**src/rtl/ahb_sram_ctrl_pkg.sv**
```systemverilog
// ahb_sram_ctrl_pkg
//   Shared types for the AHB-Lite to synchronous SRAM bridge:
//     htrans_e          - AHB-Lite transfer type encoding
//     HSIZE_*           - supported transfer sizes
//     ahb_sram_state_e  - controller FSM states
package ahb_sram_ctrl_pkg;

    typedef enum logic [1:0] {
        HTRANS_IDLE   = 2'b00,
        HTRANS_BUSY   = 2'b01,
        HTRANS_NONSEQ = 2'b10,
        HTRANS_SEQ    = 2'b11
    } htrans_e;

    localparam logic [2:0] HSIZE_BYTE = 3'd0;
    localparam logic [2:0] HSIZE_HALF = 3'd1;
    localparam logic [2:0] HSIZE_WORD = 3'd2;

    typedef enum logic [2:0] {
        ST_IDLE    = 3'd0,
        ST_WRITE   = 3'd1,
        ST_RD_WAIT = 3'd2,
        ST_RD_DATA = 3'd3,
        ST_ERR1    = 3'd4,
        ST_ERR2    = 3'd5
    } ahb_sram_state_e;

endpackage

```
**src/rtl/ahb_sram_lane_dec.sv**
```systemverilog
// ahb_sram_lane_dec
//   Combinational byte-lane decode for one AHB transfer.
//   Ports:
//     i_addr     [1:0]  low byte-address bits
//     i_size     [2:0]  HSIZE
//     o_ben      [3:0]  active-low SRAM byte enables
//     o_misalign        unsupported size or misaligned address
module ahb_sram_lane_dec
    import ahb_sram_ctrl_pkg::*;
(
    input  logic [1:0] i_addr,
    input  logic [2:0] i_size,
    output logic [3:0] o_ben,
    output logic       o_misalign
);

    always_comb begin
        o_ben      = '1;
        o_misalign = 1'b0;
        case (i_size)
            HSIZE_BYTE: o_ben = ~(4'b0001 << i_addr);
            HSIZE_HALF: begin
                o_ben      = ~(4'b0011 << {i_addr[1], 1'b0});
                o_misalign = i_addr[0];
            end
            HSIZE_WORD: begin
                o_ben      = '0;
                o_misalign = |i_addr;
            end
            default:    o_misalign = 1'b1;
        endcase
    end

endmodule

```
**src/rtl/ahb_sram_ctrl.sv**
```systemverilog
// ahb_sram_ctrl
//   AHB-Lite slave driving a synchronous single-port SRAM (active-low controls,
//   read data valid the cycle after the access edge). Writes are zero-wait,
//   reads take one wait state, illegal transfers get a two-cycle ERROR.
//   Configuration macro: AHB_SRAM_RANGE_ERR_EN - when defined, HADDR >= MEM_BYTES
//   raises ERROR; when undefined the full address is passed and the SRAM aliases.
//   Ports:
//     HCLK, HRESET (async, active-high)
//     HSEL, HADDR, HTRANS, HWRITE, HSIZE, HWDATA, HREADY  - AHB-Lite slave inputs
//     HREADYOUT, HRESP, HRDATA                            - AHB-Lite slave outputs
//     sram_cen, sram_wen, sram_ben, sram_addr, sram_din   - SRAM controls (active-low)
//     sram_dout                                           - SRAM read data
module ahb_sram_ctrl
    import ahb_sram_ctrl_pkg::*;
#(
    parameter longint unsigned MEM_BYTES = 64'h0000_0000_0400_0000
) (
    input  logic        HCLK,
    input  logic        HRESET,
    input  logic        HSEL,
    input  logic [31:0] HADDR,
    input  logic [1:0]  HTRANS,
    input  logic        HWRITE,
    input  logic [2:0]  HSIZE,
    input  logic [31:0] HWDATA,
    input  logic        HREADY,
    output logic        HREADYOUT,
    output logic        HRESP,
    output logic [31:0] HRDATA,
    output logic        sram_cen,
    output logic        sram_wen,
    output logic [3:0]  sram_ben,
    output logic [31:0] sram_addr,
    output logic [31:0] sram_din,
    input  logic [31:0] sram_dout
);

    // The range check needs at least one full word of memory.
    if (MEM_BYTES < 64'd4) begin : g_mem_bytes_chk
        $error("ahb_sram_ctrl: MEM_BYTES must be at least 4");
    end

    ahb_sram_state_e r_state;
    logic            r_hreadyout;
    logic            r_hresp;
    logic            r_cen;
    logic            r_wen;
    logic [3:0]      r_ben;
    logic [31:0]     r_addr;

    htrans_e         w_htrans;
    logic            w_accept;
    logic [3:0]      w_ben;
    logic            w_misalign;
    logic            w_err;

    assign w_htrans = htrans_e'(HTRANS);
    assign w_accept = HSEL & HREADY &
                      ((w_htrans == HTRANS_NONSEQ) | (w_htrans == HTRANS_SEQ));

    ahb_sram_lane_dec u_lane_dec (
        .i_addr     (HADDR[1:0]),
        .i_size     (HSIZE),
        .o_ben      (w_ben),
        .o_misalign (w_misalign)
    );

`ifdef AHB_SRAM_RANGE_ERR_EN
    assign w_err = w_misalign | ({32'h0, HADDR} >= MEM_BYTES);
`else
    assign w_err = w_misalign;
`endif

    // SRAM controls and bus handshake are registered alongside the next state,
    // so each state's outputs are already valid at the start of its cycle.
    always_ff @(posedge HCLK or posedge HRESET) begin
        if (HRESET) begin
            r_state     <= ST_IDLE;
            r_hreadyout <= 1'b1;
            r_hresp     <= 1'b0;
            r_cen       <= 1'b1;
            r_wen       <= 1'b1;
            r_ben       <= '1;
            r_addr      <= '0;
        end else begin
            case (r_state)
                ST_RD_WAIT: begin
                    r_state     <= ST_RD_DATA;
                    r_hreadyout <= 1'b1;
                    r_hresp     <= 1'b0;
                    r_cen       <= 1'b1;
                    r_wen       <= 1'b1;
                    r_ben       <= '1;
                end
                ST_ERR1: begin
                    r_state     <= ST_ERR2;
                    r_hreadyout <= 1'b1;
                    r_hresp     <= 1'b1;
                end
                // IDLE and every transfer-ending state may take the next transfer.
                default: begin
                    if (w_accept && w_err) begin
                        r_state     <= ST_ERR1;
                        r_hreadyout <= 1'b0;
                        r_hresp     <= 1'b1;
                        r_cen       <= 1'b1;
                        r_wen       <= 1'b1;
                        r_ben       <= '1;
                    end else if (w_accept && HWRITE) begin
                        r_state     <= ST_WRITE;
                        r_hreadyout <= 1'b1;
                        r_hresp     <= 1'b0;
                        r_cen       <= 1'b0;
                        r_wen       <= 1'b0;
                        r_ben       <= w_ben;
                        r_addr      <= {HADDR[31:2], 2'b00};
                    end else if (w_accept) begin
                        r_state     <= ST_RD_WAIT;
                        r_hreadyout <= 1'b0;
                        r_hresp     <= 1'b0;
                        r_cen       <= 1'b0;
                        r_wen       <= 1'b1;
                        r_ben       <= '0;
                        r_addr      <= {HADDR[31:2], 2'b00};
                    end else begin
                        r_state     <= ST_IDLE;
                        r_hreadyout <= 1'b1;
                        r_hresp     <= 1'b0;
                        r_cen       <= 1'b1;
                        r_wen       <= 1'b1;
                        r_ben       <= '1;
                    end
                end
            endcase
        end
    end

    assign HREADYOUT = r_hreadyout;
    assign HRESP     = r_hresp;
    assign sram_cen  = r_cen;
    assign sram_wen  = r_wen;
    assign sram_ben  = r_ben;
    assign sram_addr = r_addr;

    // Write data arrives in the data phase, so it is passed straight through.
    assign sram_din  = (r_state == ST_WRITE)   ? HWDATA    : '0;
    assign HRDATA    = (r_state == ST_RD_DATA) ? sram_dout : '0;

endmodule

```
**config.mk**
```make
export PLATFORM = sky130hd
export DESIGN_NAME = ahb_sram_ctrl
export DESIGN_NICKNAME = d
export VERILOG_FILES = /design/src/rtl/ahb_sram_ctrl_pkg.sv /design/src/rtl/ahb_sram_lane_dec.sv /design/src/rtl/ahb_sram_ctrl.sv
export SDC_FILE = /design/constraint.sdc
export NUM_CORES = 1
export LEC_CHECK = 0
export ABC_CLOCK_PERIOD_IN_PS = 2340
export CAP_MARGIN = 10
export CORE_UTILIZATION = 30
export DETAILED_ROUTE_END_ITERATION = 8
export PLACE_DENSITY = 0.84
export SLEW_MARGIN = 10
export SYNTH_ARGS = -nofsm -noshare
export SYNTH_HDL_FRONTEND = slang
export SYNTH_SLANG_ARGS = --single-unit
export TNS_END_PERCENT = 10
```
**constraint.sdc**
```tcl
create_clock -name HCLK -period 2.34 [get_ports HCLK]
set_clock_uncertainty 0.1 [all_clocks]
set_input_delay 0.702 -clock HCLK [delete_from_list [all_inputs] [get_ports HCLK]]
set_output_delay 0.702 -clock HCLK [all_outputs]
set_load 0.01 [all_outputs]
```
# Word-level counts from Yosys, hierarchy flattened
# Cells that the tools add are included.
[classes]
n_reduce_logical = 7
n_mux = 26
n_eq_ne = 8
n_shift = 2
n_bitwise = 7
[ops]
columns = ["op", "count"]
rows = [
  ["$mux 32", 4],
  ["$mux 4", 3],
  ["$pmux 4 s3", 1],
  ["$eq 3x2->1 const B", 3],
  ["$mux 1", 9],
  ["$not 4->4", 2],
  ["$pmux 4 s2", 1],
  ["$eq 3x1->1 const B", 2],
  ["$pmux 1 s2", 3],
  ["$pmux 3 s2", 1],
  ["$eq 2x2->1 const B", 2],
  ["$mux 2", 2],
  ["$reduce_or 2->1", 2],
  ["$shl 1x2->4 const A", 1],
  ["$shl 2x2->4 const A", 1],
  ["$eq 3x3->1 const B", 1],
  ["$logic_not 3->1", 1],
  ["$mux 3", 1],
  ["$pmux 1 s3", 1],
  ["$reduce_and 3->1", 1],
  ["$and 1x1->1", 2],
  ["$logic_and 1x1->1", 2],
  ["$not 1->1", 2],
  ["$reduce_bool 2->1", 1],
  ["$or 1x1->1", 1],
]
[word_totals]
regBits = 43
in_bits = 106
output_inout_bits = 104
elab_cells = 57

# Logic depth before layout (Yosys ltp)
[logic_depth]
ltp_word = 7
depth_mapped = 5

# By module
# From an unflattened synthesis, not the netlist that was laid out.
[unflattened]
cells_unflattened = 200
area_unflattened_um2 = 2157.1
[modules_own_cells]
columns = ["module", "seq_area_each_um2", "n_inst", "area_each_um2", "cells_each"]
rows = [
  ["ahb_sram_ctrl", 1009.7, 1, 2080.7, 186],
  ["ahb_sram_lane_dec", 0.0, 1, 76.3, 14],
]

# Worst setup path before layout
# Ideal clock, no wire load.
[synth_path]
kind = "in2reg"
start = "input HSIZE[0]"
end = "register r_addr[14] (netlist: sram_addr[14])"
path_stages = 5
setup_time_ns = 0.125
t_arrival_ns = 1.902
path_slack_ns = 0.213
path_cell_list = "nor3_2 > o21bai_1 > nor3_4 > buf_6 > mux2_2"
[synth_between]
elab_chain_len = 5
word_cells_on_any_way = 7
[synth_rtl]
columns = ["element", "line_no", "source"]
rows = [
  ["from (decl)", "ahb_sram_ctrl.sv:24", "input logic [2:0] HSIZE,"],
  ["$eq 3x2->1 (tied with other cells)", "ahb_sram_lane_dec.sv:20", "case (i_size)"],
  ["$pmux 1 s3 *", "ahb_sram_lane_dec.sv:20", ""],
  ["$logic_and 1x1->1 *", "ahb_sram_ctrl.sv:102", "if (w_accept && w_err) begin"],
  ["$not 1->1 (no source line) *", "-", ""],
  ["$reduce_and 3->1 (no source line) *", "-", ""],
  ["to (signal assigned)", "ahb_sram_ctrl.sv:116", "r_addr <= {HADDR[31:2], 2'b00};"],
  ["to (signal assigned)", "ahb_sram_ctrl.sv:124", "r_addr <= {HADDR[31:2], 2'b00};"],
  ["to (decl)", "ahb_sram_ctrl.sv:49", "logic [31:0] r_addr;"],
]
# Every way passes the cells marked *; elsewhere a longest branch is shown, timed or not.
# A chain may end at the register's enable or synchronous reset.

# Worst setup path in the final report
[layout_path]
start = "register r_state[1]"
end = "output HRDATA[24]"
[layout_between]
elab_chain_len = 2
[layout_rtl]
columns = ["element", "line_no", "source"]
rows = [
  ["from (decl)", "ahb_sram_ctrl.sv:43", "ahb_sram_state_e r_state;"],
  ["from (signal assigned)", "ahb_sram_ctrl.sv:78", "r_state <= ST_IDLE;"],
  ["from (signal assigned)", "ahb_sram_ctrl.sv:88", "r_state <= ST_RD_DATA;"],
  ["from (signal assigned)", "ahb_sram_ctrl.sv:96", "r_state <= ST_ERR2;"],
  ["$eq 3x2->1", "ahb_sram_ctrl.sv:147", "assign HRDATA = (r_state == ST_RD_DATA) ? sram_dout : '0;"],
  ["$mux 32", "ahb_sram_ctrl.sv:147", ""],
  ["to (decl)", "ahb_sram_ctrl.sv:29", "output logic [31:0] HRDATA,"],
]
# No other way between the ends.

==> results.toml <==
[run_status]
run_status = "finished, violations left"
violations = "negative setup slack"

[die]
die_area_sq_um = 7320
die_h_um = 85.6
coreArea_sq_um = 6760
die_w_um = 85.6
row_count = 30
io_pins = 210
initial_core_util = 0.310

[power_and_ir_drop]
seq_power_share = 0.335
p_clk_frac = 0.181
swShare = 0.301
power.internal_mw = 2.25
ir_worst_vdd_mv = 0.638
total_power_mw = 3.22
p_leak_nw = 2.03
p_sw_mw = 0.968
power.share.combinational = 0.483
power_density_nw_per_um2 = 733

[worst_setup_path]
cp_cell_sequence = "inv_2, nor3b_4, buf_6, clkbuf_16, and2_1, buf_2"
cp_top_family = "buffers and inverters"
startpoint_type = "flop"
slowest_stage = "dfrtp_1"
crit_path_end_kind = "output port"
crit_type = "reg -> out"
required_ns = 1.54
cp_num_buf_inv = 4
max_stage_delay_ns = 0.43
crit_fanout = 16
crit_arrival_ns = 1.54

[yosys]
syn_area_sq_um = 2090
syn_avg_cell_area_sq_um = 10.9
postSynth.asyncResetShare = 1.00
ys_ff_latch = 40
synth_edf_count = 0
synth_warnings = 0
yosysSeqAreaShare = 0.482
yosysUniqueCellTypes = 28
synth_flop_cell = "dfrtp_1"
synth_cells = 193

[detailed_routing]
drc_errors = 0
num_vias = 2240
vias_per_cell = 4.48
firstDrtPassIters = 4
drt_iter0_markers = 35
wl_per_cell_um = 14.7
ant_nets = 0
wl_um = 7340

[place]
gp_congestion = 0.732
placed_cells = 486
pre_cts_ws_ns = -0.297
place.detailed.hpwl_um = 5820
io_buffers = 206

[timing]
rsz0062_at_grt = "yes"
final-setup-viol-count = 1
fmax_ghz = 0.427
worst_slack_ns = -0.00100
timing.final.crit_share = 1.00
holdWs_ns = 0.406
final_hold_viol_count = 0
period_needed_ns = 2.34
slew_violations = 0

[clock_tree]
clock_path_buffers = 2
worstSkewPairLatency_ns = 0.28
cts_buffers = 5
root_buffer = "clkbuf_8"
hold_buffers = 0
htreeDepth = 2
tritoncts = "built"
path_clk_slew_ns = 0.07
cts_sinks = 40

[layout]
multi_input_area_sq_um = 1060
seqCellArea_sq_um = 1010
area_growth_syn_to_layout_pct = 110
fin_cells = 500
diodes = 0
nets = 525
n_fill_cell = 547
drive_gt1_frac = 0.362
layout.cells.most_common_list = "141 x clkdlybuf4s50_1, 53 x and2_1, 34 x buf_2"
layout_commonest_cell = "clkdlybuf4s50_1"

[global_routing]
grt_overflow = 0
grt_pass1_wl_um = 10600
track_usage = 0.185
grt_pass1_vias = 2218
antenna_found_initial = 0
grt_max_degree = 36

[min_path]
worstHoldPathType = "reg -> reg"

[job]
maxCapViolCount = 0
cell families (layout without fill, tap and decap cells):
| group | count (synthesis) | after routing | synth area share |
|---|---|---|---|
| AO/OA/AOI/OAI | 22 | 22 | 0.0657 |
| XOR/XNOR | 1 | 1 | 0.00418 |
| buffers and inverters | 15 | 241 | 0.0412 |
| flip-flops | 40 | 40 | 0.482 |
| multiplexers | 30 | 30 | 0.161 |
| other | 1 | 2 | 0.00179 |
| AND/OR/NAND/NOR | 84 | 84 | 0.244 |
stage by stage:
step | setup TNS (ns) | cell area (sq um) | util
floorplan | 0 | 2100 | -
global placement | -23.79 | 4360 | 0.646
detailed placement | -25.00 | 4360 | 0.646
CTS | -0.139 | 4510 | 0.668
global route | -2.05 | 4390 | 0.650
finish | -0.00100 | 4390 | 0.650
Yosys cell counts, types with 2 or more instances:
cell	count	share of area
a211o_1	2	0.0084
a21o_1	3	0.011
a21oi_1	9	0.022
and2_1	64	0.19
buf_4	2	0.0072
buf_6	3	0.016
clkbuf_1	6	0.011
dfrtp_1	33	0.39
dfstp_2	7	0.088
inv_1	4	0.0072
mux2_2	29	0.16
nand2_1	2	0.0036
nor2_1	10	0.018
nor3b_1	2	0.0072
o21ai_0	4	0.0096
power by group through the flow:
stage	logic (mW)	clock network (mW)	registers (mW)
6_report	1.56	0.584	1.08
5_1_grt	1.66	0.634	1.12
4_1_cts	1.61	0.602	1.08
3_5_place_dp	1.65	0	1.09
3_3_place_gp	1.62	0	1.07
2_1_floorplan	0.486	0	1.19
worst register-to-register path: cells and delay by family, from the launching register on:
| kind | cells | cell delay, ns |
|---|---|---|
| flops | 1 | 0.43 |
| simple gates | 2 | 0.33 |
| mux | 1 | 0.38 |
| buf+inv | 3 | 0.51 |
| xor+xnor | 1 | 0.16 |
path summary, 6_finish.rpt:
kind                       cells after the start                        end               startpoint  slack (ns)
setup / recovery                               6                 HRDATA[24]     r_state[1]$_DFF_PP0_      -0.001
hold / removal                                 2    sram_ben[2]$_DFFE_PP1N_  sram_ben[2]$_DFFE_PP1N_        0.41
setup reg to reg                               7  sram_addr[20]$_DFFE_PP0P_     r_state[1]$_DFF_PP0_        0.31
hold reg to reg                                2    sram_ben[2]$_DFFE_PP1N_  sram_ben[2]$_DFFE_PP1N_        0.41
max in group asynchronous                      3    sram_ben[0]$_DFFE_PP1N_                   HRESET        1.13
min in group asynchronous                      3  sram_addr[21]$_DFFE_PP0P_                   HRESET        0.64
cell type report:
type | instances | share of cell area
well taps | 80 | 0.0228
repair buffers | 229 | 0.475
multi-input cells | 139 | 0.241
inverters | 4 | 0.00342
clock buffers | 6 | 0.0188
clock inverters | 2 | 0.00883
flip-flops and latches | 40 | 0.230
registers in the layout (all words and copies together), names as in the netlist:
| signal | flops |
|---|---|
| HREADYOUT | 1 |
| HRESP | 1 |
| r_state | 2 |
| sram_addr | 30 |
| sram_ben | 4 |
| sram_cen | 1 |
| sram_wen | 1 |
what timing repair did:
item / CTS / global route
resized for setup: 180 / 93
pin swaps: 1 / 8
endpoints found under the hold margin: 0 / 0
gates cloned: 0 / 2
setup endpoints to repair: 64 / 92
buffers inserted: 0 / 4
metal layers:
| metal | vias to the layer above | part of all wire | track usage |
|---|---|---|---|
| li1 | 1077 | - | - |
| met1 | 1041 | 0.33 | 0.179 |
| met2 | 110 | 0.56 | 0.371 |
| met3 | 12 | 0.086 | 0.0587 |
| met4 | 0 | 0.017 | 0.0530 |
| met5 | - | 0 | 0 |
Note: power is estimated with default switching activity, not from simulation.
==> RTL edit (same settings) <==
The 6 states of `ahb_sram_state_e` get a one-hot encoding in 6 bits.
--- a/src/rtl/ahb_sram_ctrl_pkg.sv
+++ b/src/rtl/ahb_sram_ctrl_pkg.sv
@@ -16,13 +16,13 @@
     localparam logic [2:0] HSIZE_HALF = 3'd1;
     localparam logic [2:0] HSIZE_WORD = 3'd2;
 
-    typedef enum logic [2:0] {
-        ST_IDLE    = 3'd0,
-        ST_WRITE   = 3'd1,
-        ST_RD_WAIT = 3'd2,
-        ST_RD_DATA = 3'd3,
-        ST_ERR1    = 3'd4,
-        ST_ERR2    = 3'd5
+    typedef enum logic [5:0] {
+        ST_IDLE    = 6'b000001,
+        ST_WRITE   = 6'b000010,
+        ST_RD_WAIT = 6'b000100,
+        ST_RD_DATA = 6'b001000,
+        ST_ERR1    = 6'b010000,
+        ST_ERR2    = 6'b100000
     } ahb_sram_state_e;
 
 endpackage
Behaviour: same outputs for any inputs over 10 cycles, from zero or initial values and one cycle with HRESET high; not proved beyond that.
==> RTL edit against the original RTL <==
The flow still finishes with violations (negative setup slack). Area after synthesis is 8.4% higher. Final area is 2.8% higher. Count of clock-buffer cells in the layout did not move. Critical path depth unchanged. Setup slack lost 0.44 ns. Core utilization is 3.1 points lower. Sequential cell count rose by 4. Final cell count increased by 3.0%. Wire length increased by 13%. Register-to-register slack got worse by 0.08 ns. Via count shrank 0.63%. Critical path type unchanged. Critical endpoint is now sram_din[29]. Largest cell class unchanged. Highest routed layer unchanged.
Power is not compared: it rests on default switching activity, and its combinational part moved more than twofold at a synthesized area within 25%.
==> RTL edit: results <==
export IMPL_outcome="finished with violations"
export IMPL_violations="negative setup slack"
export IMPL_avgSynthCellArea_sq_um=11.7
export IMPL_wirelength_um=8320
export IMPL_fin_ws_ns=-0.445
export IMPL_hold_depth=1
export IMPL_min_from="sram_addr[21]"
export IMPL_grt_max_degree=38
export IMPL_cts_setup_buffers=5
export IMPL_setup_viol=64
export IMPL_dp_cells=501
export IMPL_muxShareOfSynthArea=0.169
export IMPL_rr_endpoint="sram_addr[7]"
export IMPL_synth_compound_area_share=0.0617
export IMPL_slowest_stage="or4_4"
export IMPL_placed_area_sq_mm=0.00453
export IMPL_worst_ep_arrival_time_ns=1.98
export IMPL_holdWs_ns=0.409
export IMPL_ctsResizeCount=276
export IMPL_cp_top_family="simple AND/OR/NAND/NOR gates"
export IMPL_reg2reg_depth=5
export IMPL_fin_setup_tns_ns=-25.70
export IMPL_cp_startpoint="r_state[4]"
export IMPL_drt_iter0_drc=40
export IMPL_grt_pass1_vias=2214
export IMPL_holdPathEnd="sram_addr[21]"
export IMPL_vias_per_cell=4.32
export IMPL_drive_gt1_frac=0.346
export IMPL_dp_hpwl_um=6450
export IMPL_place_ws_ns=-0.555
export IMPL_place_congestion=0.895
## RTL edit: cell count changes after synthesis, sizes merged, moves of 2 or more
cell    change
a211o       -2
a21oi       -3
dfrtp       +3
nor2        -4
nor3        -2
o21ai       -2
o21bai      +3
o22a        +5
or4         +2
## RTL edit: power by group
group / leakage, nW / switching, mW / total, mW / internal (mW)
combinational: 1.56 / 0.224 / 0.747 / 0.523
sequential: 0.536 / 0.0734 / 0.973 / 0.900
clock: 0.0552 / 0.235 / 0.552 / 0.317
## RTL edit: metal layers
layer / up-vias / share of wire / track usage
li1: 1069 / - / -
met4: 0 / 0.013 / 0.0548
met5: - / 0 / 0
met3: 10 / 0.095 / 0.0600
met1: 1038 / 0.38 / 0.218
met2: 109 / 0.51 / 0.363
## RTL edit: cell type report
cell class / count / area share
repair buffers: 226 / 0.457
flip-flops and latches: 44 / 0.246
multi-input cells: 134 / 0.242
well taps: 99 / 0.0274
clock buffers: 6 / 0.0161
clock inverters: 2 / 0.00775
inverters: 4 / 0.00332
